## config.mk

```make
export PLATFORM = sky130hd
export DESIGN_NAME = ifu
export DESIGN_NICKNAME = d
export VERILOG_FILES = /design/src/rtl/ifu_pkg.sv /design/src/rtl/ifu.sv
export SDC_FILE = /design/constraint.sdc
export NUM_CORES = 1
export LEC_CHECK = 0
export ABC_CLOCK_PERIOD_IN_PS = 2050
export BUFFER_PORTS_ARGS = -buffer_cell sky130_fd_sc_hd__buf_2
export CORE_ASPECT_RATIO = 1.75
export CORE_UTILIZATION = 39
export CTS_CLUSTER_DIAMETER = 120
export DETAILED_ROUTE_END_ITERATION = 7
export MAX_ROUTING_LAYER = met4
export PLACE_DENSITY = 0.76
export RECOVER_POWER = 50
export SYNTH_ARGS = -nofsm -noshare
export SYNTH_HDL_FRONTEND = slang
export SYNTH_SLANG_ARGS = --single-unit
```

## constraint.sdc

```tcl
create_clock -name clk -period 2.05 [get_ports clk]
set_input_delay 0.41 -clock clk [delete_from_list [all_inputs] [get_ports clk]]
set_output_delay 0.41 -clock clk [all_outputs]
set_load 0.01 [all_outputs]
```

## src/rtl/ifu_pkg.sv

```systemverilog
// rtl/ifu_pkg.sv - shared types and constants for the npc instruction fetch unit
package ifu_pkg;

  typedef enum logic [1:0] {
    S_IDLE = 2'd0,
    S_REQ  = 2'd1,
    S_WAIT = 2'd2,
    S_HOLD = 2'd3
  } ifu_state_e;

  localparam logic [31:0] NOP_INST = 32'h0000_0013;
  localparam logic [31:0] RESET_PC = 32'h8000_0000;

endpackage

```

## src/rtl/ifu.sv

```systemverilog
// rtl/ifu.sv - single-outstanding instruction fetch unit with redirect flush
// Optional misaligned-fetch fault: IFU_ALIGN_CHECK_EN
module ifu #(
  parameter int ADDR_W = 32,
  parameter int DATA_W = 32
) (
  input  logic              clk,
  input  logic              rst,
  input  logic [ADDR_W-1:0] pc_i,
  input  logic              pc_valid_i,
  output logic              pc_ready_o,
  input  logic              flush_i,
  output logic              mem_req_valid_o,
  output logic [ADDR_W-1:0] mem_req_addr_o,
  input  logic              mem_req_ready_i,
  input  logic              mem_resp_valid_i,
  input  logic [DATA_W-1:0] mem_resp_data_i,
  output logic              mem_resp_ready_o,
  output logic              inst_valid_o,
  output logic [DATA_W-1:0] inst_o,
  output logic [ADDR_W-1:0] inst_pc_o,
  input  logic              inst_ready_i
`ifdef IFU_ALIGN_CHECK_EN
  ,
  output logic              fault_o
`endif
);

  import ifu_pkg::*;

  ifu_state_e        state_q, state_d;
  logic [ADDR_W-1:0] pc_q;
  logic [DATA_W-1:0] inst_q;
  logic              drop_q, drop_d;
  logic              load_pc;
  logic              load_inst;

`ifdef IFU_ALIGN_CHECK_EN
  logic              misaligned;
  logic              load_nop;
  logic              fault_q;

  assign misaligned = (pc_i[1:0] != 2'b00);
`endif

  // drop remembers that the single in-flight fetch was killed by a redirect
  always_comb begin
    state_d    = state_q;
    drop_d     = drop_q;
    pc_ready_o = 1'b0;
    load_pc    = 1'b0;
    load_inst  = 1'b0;
`ifdef IFU_ALIGN_CHECK_EN
    load_nop   = 1'b0;
`endif
    case (state_q)
      S_IDLE: begin
        pc_ready_o = !flush_i;
        if (pc_valid_i && !flush_i) begin
          load_pc = 1'b1;
`ifdef IFU_ALIGN_CHECK_EN
          if (misaligned) begin
            load_nop = 1'b1;
            state_d  = S_HOLD;
          end else begin
            state_d  = S_REQ;
          end
`else
          state_d = S_REQ;
`endif
        end
      end
      S_REQ: begin
        if (flush_i) drop_d = 1'b1;
        if (mem_req_ready_i) state_d = S_WAIT;
      end
      S_WAIT: begin
        if (mem_resp_valid_i) begin
          if (drop_q || flush_i) begin
            drop_d  = 1'b0;
            state_d = S_IDLE;
          end else begin
            load_inst = 1'b1;
            state_d   = S_HOLD;
          end
        end else if (flush_i) begin
          drop_d = 1'b1;
        end
      end
      S_HOLD: begin
        if (flush_i || inst_ready_i) state_d = S_IDLE;
      end
      default: state_d = S_IDLE;
    endcase
  end

  always_ff @(posedge clk or posedge rst) begin
    if (rst) begin
      state_q <= S_IDLE;
      drop_q  <= 1'b0;
    end else begin
      state_q <= state_d;
      drop_q  <= drop_d;
    end
  end

  always_ff @(posedge clk or posedge rst) begin
    if (rst) begin
      pc_q   <= '0;
      inst_q <= '0;
    end else begin
      if (load_pc) pc_q <= pc_i;
      if (load_inst) inst_q <= mem_resp_data_i;
`ifdef IFU_ALIGN_CHECK_EN
      if (load_nop) inst_q <= DATA_W'(NOP_INST);
`endif
    end
  end

`ifdef IFU_ALIGN_CHECK_EN
  always_ff @(posedge clk or posedge rst) begin
    if (rst) begin
      fault_q <= 1'b0;
    end else if (load_pc) begin
      fault_q <= misaligned;
    end
  end

  assign fault_o = fault_q;
`endif

  assign mem_req_valid_o  = (state_q == S_REQ);
  assign mem_resp_ready_o = (state_q == S_WAIT);
  assign inst_valid_o     = (state_q == S_HOLD);
  assign mem_req_addr_o   = pc_q;
  assign inst_pc_o        = pc_q;
  assign inst_o           = inst_q;

endmodule
```

==> metrics.csv, run 1 <==
stage,metric,value,unit
synthesis,Synth Instances,196,
synthesis,sequential cell area fraction in the yosys report,0.5746,
timing,Clock Skew,0.004455,ns
route,drt pass-1 iters,4,
cts,"Clk pin slew, worst setup/hold paths",0.05,ns
cells_and_area,share of post-route cells with drive strength above 1,0.5855,
worst_setup_path,CP max FO,32,
cells_and_area,post-layout net count,418,
synthesis,most common cell in the synthesized netlist,dfrtp_1,
synthesis,top_reg_cell synth,dfrtp_1,
synthesis,Synth top cells by count,"dfrtp_1 (67), mux2_2 (61), buf_4 (33)",
die,area of the die,7845,um2
cells_and_area,n_diodes,0,
route,# DRC,0,
placed_design,routability cong.,0.7700,
timing,relative slew slack,0.1649,
global_routing,Total Routing Usage GR,0.1581,
timing,RSZ-0062 raised after global routing,false,
cells_and_area,fill cell count,655,
die,die height,116.4,um
worst_setup_path,Setup Crit Path Kind,flop to flop,
synthesis,top cell type by total area after synthesis,dfrtp_1,
die,die width,67.39,um
synthesis,Synth warnings,0,
cts,Sink Count,67,
timing,Max Slew Vio Count,0,
route,Vias,1984,
pwr,P_leak,1.912,nW
cts,Num CTS Buffers,9,
synthesis,synthesized area,2918,um2
placed_design,I/O Buffers,170,
die,Initial Util,0.4034,
worst_setup_path,CP max-delay cell,dfrtp_1,
worst_setup_path,Slowest Stage Delay on Critical Path,0.41,ns
timing,Total Neg Setup Slack,0,ns
cts,Max clock buf depth,2,
global_routing,antenna violations before repair,0,
route,drt wl/cell,13.65,um
worst_setup_path,arrival time at the worst endpoint,2.07,ns
synthesis,syn_area_per_cell,14.89,um2
run,MaxCap Viol Count,0,
synthesis,Seq cells post-synth,67,
worst_setup_path,crit-path cells,"inv_1, ha_1, nor3b_2, and2_1, buf_12, mux2_2",
timing,setup violators final,0,
cts,hold_buf cts,0,
worst_setup_path,crit end category,flop,
synthesis,Yosys cell types,22,
synthesis,Area contributors post-synth,"dfrtp_1 (57%), mux2_2 (24%), buf_4 (8.5%)",
hold_path,Worst Hold Class,input port to flop,
cts,cts repair resizes,0,
route,Detail Route Antenna Nets,0,
synthesis,fraction of registers with async set or reset after synthesis,1.000,
route,initial drt markers,52,
synthesis,Synth top area share,0.5746,
synthesis,Syn Nets,273,
timing,Final Hold Fails,0,
global_routing,Congestion Overflow GR,0,
cts,TritonCTS clock tree,yes,
global_routing,largest net degree at the start of global routing,41,
timing,Final min period,1.869,ns
route,total wire length,5882,um
cells_and_area,Layout area overhead,31.39,%
cts,clk_lat worst skew,0.32,ns
worst_setup_path,Startpoint Class,flop,
timing,worst-margin pin slew,1.246,ns
timing,Final period util,0.9118,
global_routing,vias in the first global route,1925,
run_status,status,completed,
pwr,Pwr Density,1583,nW/um2
worst_setup_path,required time worst endpoint,2.25,ns
die,Ports,171,
placed_design,post-DP HPWL,4520,um
timing,Peak Freq,0.5350,GHz
pwr,VDD IR-drop max,0.0007343,V
die,core area,7233,um2
route,Via-to-Cell Ratio,4.603,
pwr,Power Total,0.006069,W
global_routing,first-pass GRT wire length,8604,um
synthesis,number of flops mapped to enable cells by yosys,0,
cts,H-tree depth,3,
cts,Root Buffer Master,clkbuf_16,
cts,setup bufs post-CTS,0,
timing,WHS,0.3016,ns
die,number of core rows,41,
cell families (layout without fill, tap and decap cells):
| group | after synthesis | in the layout | synth area share |
|---|---|---|---|
| AOI/OAI and AO/OA | 7 | 7 | 0.01586 |
| adders and majority gates | 6 | 6 | 0.02573 |
| buffers and inverters | 43 | 192 | 0.1158 |
| DFF | 67 | 67 | 0.5746 |
| muxes | 64 | 64 | 0.2470 |
| and+or+nand+nor | 9 | 9 | 0.02102 |
final timing paths:
| kind | to | start | slack [ns] | cells after the start |
|---|---|---|---|---|
| worst min register to register | inst_o[9] | inst_o[9] | 0.49 | 1 |
| worst min-delay path | inst_o[5] | mem_resp_data_i[5] | 0.30 | 2 |
| worst max-delay path | inst_o[15] | state_q[0] | 0.18 | 6 |
| min in group asynchronous | inst_o[17] | rst | 0.34 | 2 |
| worst max register to register | inst_o[15] | state_q[0] | 0.18 | 6 |
| max in group asynchronous | inst_pc_o[27] | rst | 0.98 | 3 |
through the flow:
| step | utilization | instance area (um2) | instances | worst slack (ns) |
|---|---|---|---|---|
| 6_report | 0.5300 | 3834 | 431 | 0.1809 |
| 5_1_grt | 0.5300 | 3834 | 431 | 0.03159 |
| 4_1_cts | 0.5388 | 3897 | 431 | 0.1726 |
| 3_5_place_dp | 0.5001 | 3617 | 416 | 0.1883 |
| 3_3_place_gp | 0.5001 | 3617 | 416 | 0.2724 |
| 2_1_floorplan | - | 2922 | 196 | 0.2574 |
critical path: cells and delay by family (launching register included):
family / cells / cell delay [ns]
muxes: 1 / 0.36
DFF: 1 / 0.41
buffers and inverters: 2 / 0.37
and+or+nand+nor: 2 / 0.42
adders and majority gates: 1 / 0.18
sequential cells by signal, indices dropped and copies added (netlist names):
register and flops:
state_q 2, inst_o 32, drop_q 1, inst_pc_o 32
area by class of cell:
cell class / count / area (um2) / share of cell area
well taps: 86 / 107.6 / 0.02807
clock buffers: 13 / 270.3 / 0.07050
flip-flops and latches: 67 / 1677 / 0.4373
repair buffers: 173 / 849.6 / 0.2216
inverters: 4 / 16.27 / 0.004243
clock inverters: 2 / 10.01 / 0.002611
multi-input cells: 86 / 903.4 / 0.2356
routing by layer:
layer  share of wire  GRT usage  routed length (um)  up-vias
met2            0.60     0.2807                3503       86
met4           0.023    0.09220                 138        0
met1            0.33     0.1413                1914      963
met3           0.056    0.04980                 327       12
met5               0          -                   0        -
li1                -          -                   -      923
power breakdown:
group	internal, W	switching, W
registers	0.00197	0.000399
logic	0.00113	0.00117
clock network	0.000905	0.000499
layout by cell type, fill, tap and decap left out, types with 2 or more instances in the layout:
cell type  instances
buf_12             3
buf_2            121
clkbuf_1          50
clkbuf_16          9
clkbuf_8           3
clkinv_2           2
dfrtp_1           67
ha_1               6
inv_1              3
mux2_1             3
mux2_2            61
o21ai_0            2
o31ai_1            2
(Power assumes the default switching activity.)
==> run 2, diff against run 1 <==
Settings changed: ABC_CLOCK_PERIOD_IN_PS 2050 to 1600, PLACE_DENSITY 0.76 to 0.74.
Clock period 2.05 ns to 1.6 ns, I/O delays scaled along.
==> run 2 against run 1 <==
  * The run now ends with setup timing left
  * Flip-flop and latch count did not move
  * Register-to-register slack got worse by 0.31 ns
  * Sequential share of layout area fell by 5.1 points
  * Total power rose by 43%
  * Via count rose by 6.2%
  * Largest cell class unchanged
  * Largest power group is now combinational logic
==> metrics.csv, run 2 (synthesized netlist as in run 1, its figures left out) <==
stage,metric,value,unit,change
run_status,status,finished with violations,,
cts,"Clk pin slew, worst setup/hold paths",0.05,ns,about the same
cells_and_area,post-layout net count,435,,+4.1%
cts,TritonCTS clock tree,yes,,
cells_and_area,share of post-route cells with drive strength above 1,0.7245,,+0.1390
hold_path,Worst Hold Class,input port to flop,,
route,initial drt markers,81,,+56%
cts,hold_buf cts,0,,unchanged
worst_setup_path,crit end category,flop,,
route,drt pass-1 iters,4,,unchanged
run_status,failing checks,setup timing,,
timing,Peak Freq,0.5782,GHz,+8.1%
timing,RSZ-0062 raised after global routing,true,,
worst_setup_path,arrival time at the worst endpoint,1.94,ns,-0.13 ns
run,MaxCap Viol Count,0,,unchanged
route,drt wl/cell,15.64,um,+15%
timing,Clock Skew,0.004532,ns,+0.00007711 ns
timing,Final Hold Fails,0,,unchanged
timing,Final WS setup,-0.1295,ns,-0.3104 ns
timing,worst-margin pin slew,0.9024,ns,-0.3434 ns
route,Via-to-Cell Ratio,4.693,,+1.9%
global_routing,Congestion Overflow GR,0,,unchanged
placed_design,"worst slack, placed",-0.1036,ns,-0.2919 ns
route,total wire length,7021,um,+19%
route,# DRC,0,,unchanged
die,core area,7233,um2,unchanged
cts,Max clock buf depth,2,,unchanged
worst_setup_path,crit-path cells,"inv_2, buf_4, ha_4, and2b_2, nand2_4, clkbuf_16, mux2_2",,
die,die height,116.4,um,unchanged
cells_and_area,"most common cell after layout, fill and taps aside",buf_2,,
pwr,Power Total,0.008685,W,+43%
cts,H-tree depth,3,,unchanged
worst_setup_path,Slowest Stage Delay on Critical Path,0.36,ns,-0.05 ns
timing,Max Slew Vio Count,0,,unchanged
global_routing,first-pass GRT wire length,9032,um,+5.0%
placed_design,routability cong.,0.7690,,-0.13%
placed_design,I/O Buffers,170,,unchanged
global_routing,Total Routing Usage GR,0.1672,,+0.009139
cts,Num CTS Buffers,9,,unchanged
cts,clk_lat worst skew,0.33,ns,about the same
die,area of the die,7845,um2,unchanged
cells_and_area,Layout area overhead,48.76,%,
die,Initial Util,0.4034,,unchanged
cts,Sink Count,67,,unchanged
worst_setup_path,required time worst endpoint,1.81,ns,-0.44 ns
pwr,P_leak,2.283,nW,+19%
die,number of core rows,41,,unchanged
placed_design,post-DP HPWL,4728,um,+4.6%
pwr,Pwr Density,2001,nW/um2,+26%
timing,WHS,0.2149,ns,-0.08668 ns
timing,relative slew slack,0.3984,,+0.2335
worst_setup_path,Setup Crit Path Kind,flop to flop,,
global_routing,vias in the first global route,1915,,-0.52%
pwr,VDD IR-drop max,0.001057,V,+44%
cells_and_area,"commonest cells after routing, fill and taps aside","buf_2 (152), dfrtp_1 (66), mux2_4 (45)",,
worst_setup_path,Startpoint Class,flop,,
worst_setup_path,CP max FO,9,,-72%
timing,Final min period,1.729,ns,-0.1396 ns
timing,Final period util,1.081,,+0.1692
worst_setup_path,CP top delay family,buffers and inverters,,
placed_design,Placed Area,3702,um2,+2.4%
route,Detail Route Antenna Nets,0,,unchanged
global_routing,largest net degree at the start of global routing,68,,+66%
cells_and_area,fin area,4340,um2,+13%
cts,Root Buffer Master,clkbuf_16,,
worst_setup_path,CP max-delay cell,dfrtp_1,,
route,Vias,2107,,+6.2%
die,die width,67.39,um,unchanged
cells_and_area,final core occ,0.6001,,+0.07006
cells_and_area,n_diodes,0,,unchanged
die,Ports,171,,unchanged
timing,setup violators final,66,,+66
global_routing,antenna violations before repair,0,,unchanged
worst_setup_path,critical path buffer and inverter count,3,,+1
run 2: changes by cell type in the layout (fill, tap and decap cells not counted), sizes merged:
cell | previous run | this run
clkbuf | 62 | 38
buf | 124 | 167
clkinv | 2 | 1
run 2: per-layer routing:
layer	track usage	up-vias	wire, um
li1	-	959	-
met1	0.1628	1064	2517
met2	0.2880	73	4069
met3	0.03613	11	265
met4	0.1106	0	169
met5	-	-	0
run 2: path summary, 6_finish.rpt:
path	startpoint	end	slack [ns]	depth (start not counted)
max	state_q[0]	inst_pc_o[23]	-0.13	7
min	mem_resp_valid_i	drop_q	0.21	2
max reg2reg	state_q[0]	inst_pc_o[23]	-0.13	7
min reg2reg	inst_o[25]	inst_o[25]	0.50	1
max in group asynchronous	rst	state_q[1]	0.65	3
min in group asynchronous	rst	inst_pc_o[31]	0.32	3
run 2: what timing repair did:
item                                    4_1_cts  5_1_grt
endpoints found under the setup margin       67       68
gates cloned                                  0        6
setup buffers                                 0        1
pin swaps                                     4        6
gates resized for setup                      10       51
run 2: area by class of cell:
class | instances | area [um2]
inverters | 4 | 18.77
flip-flops and latches | 67 | 1678
fillers | 571 | 2893
repair buffers | 190 | 1114
clock inverters | 1 | 5.005
clock buffers | 15 | 287.8
multi-input cells | 86 | 1130
well taps | 86 | 107.6
run 2: stage by stage:
stage,TNS [ns],instances
6_report,-5.545,449
2_1_floorplan,-4.087,196
4_1_cts,-2.364,442
3_3_place_gp,-1.620,426
5_1_grt,-8.983,449
3_5_place_dp,-3.824,426
run 2: power by group:
group	total (W)	switching, W	leakage (nW)	internal [W]
sequential	0.00307	0.000546	0.822	0.00252
clock	0.00188	0.000661	0.146	0.00122
combinational	0.00374	0.00166	1.32	0.00208
total	0.00869	0.00287	2.28	0.00582
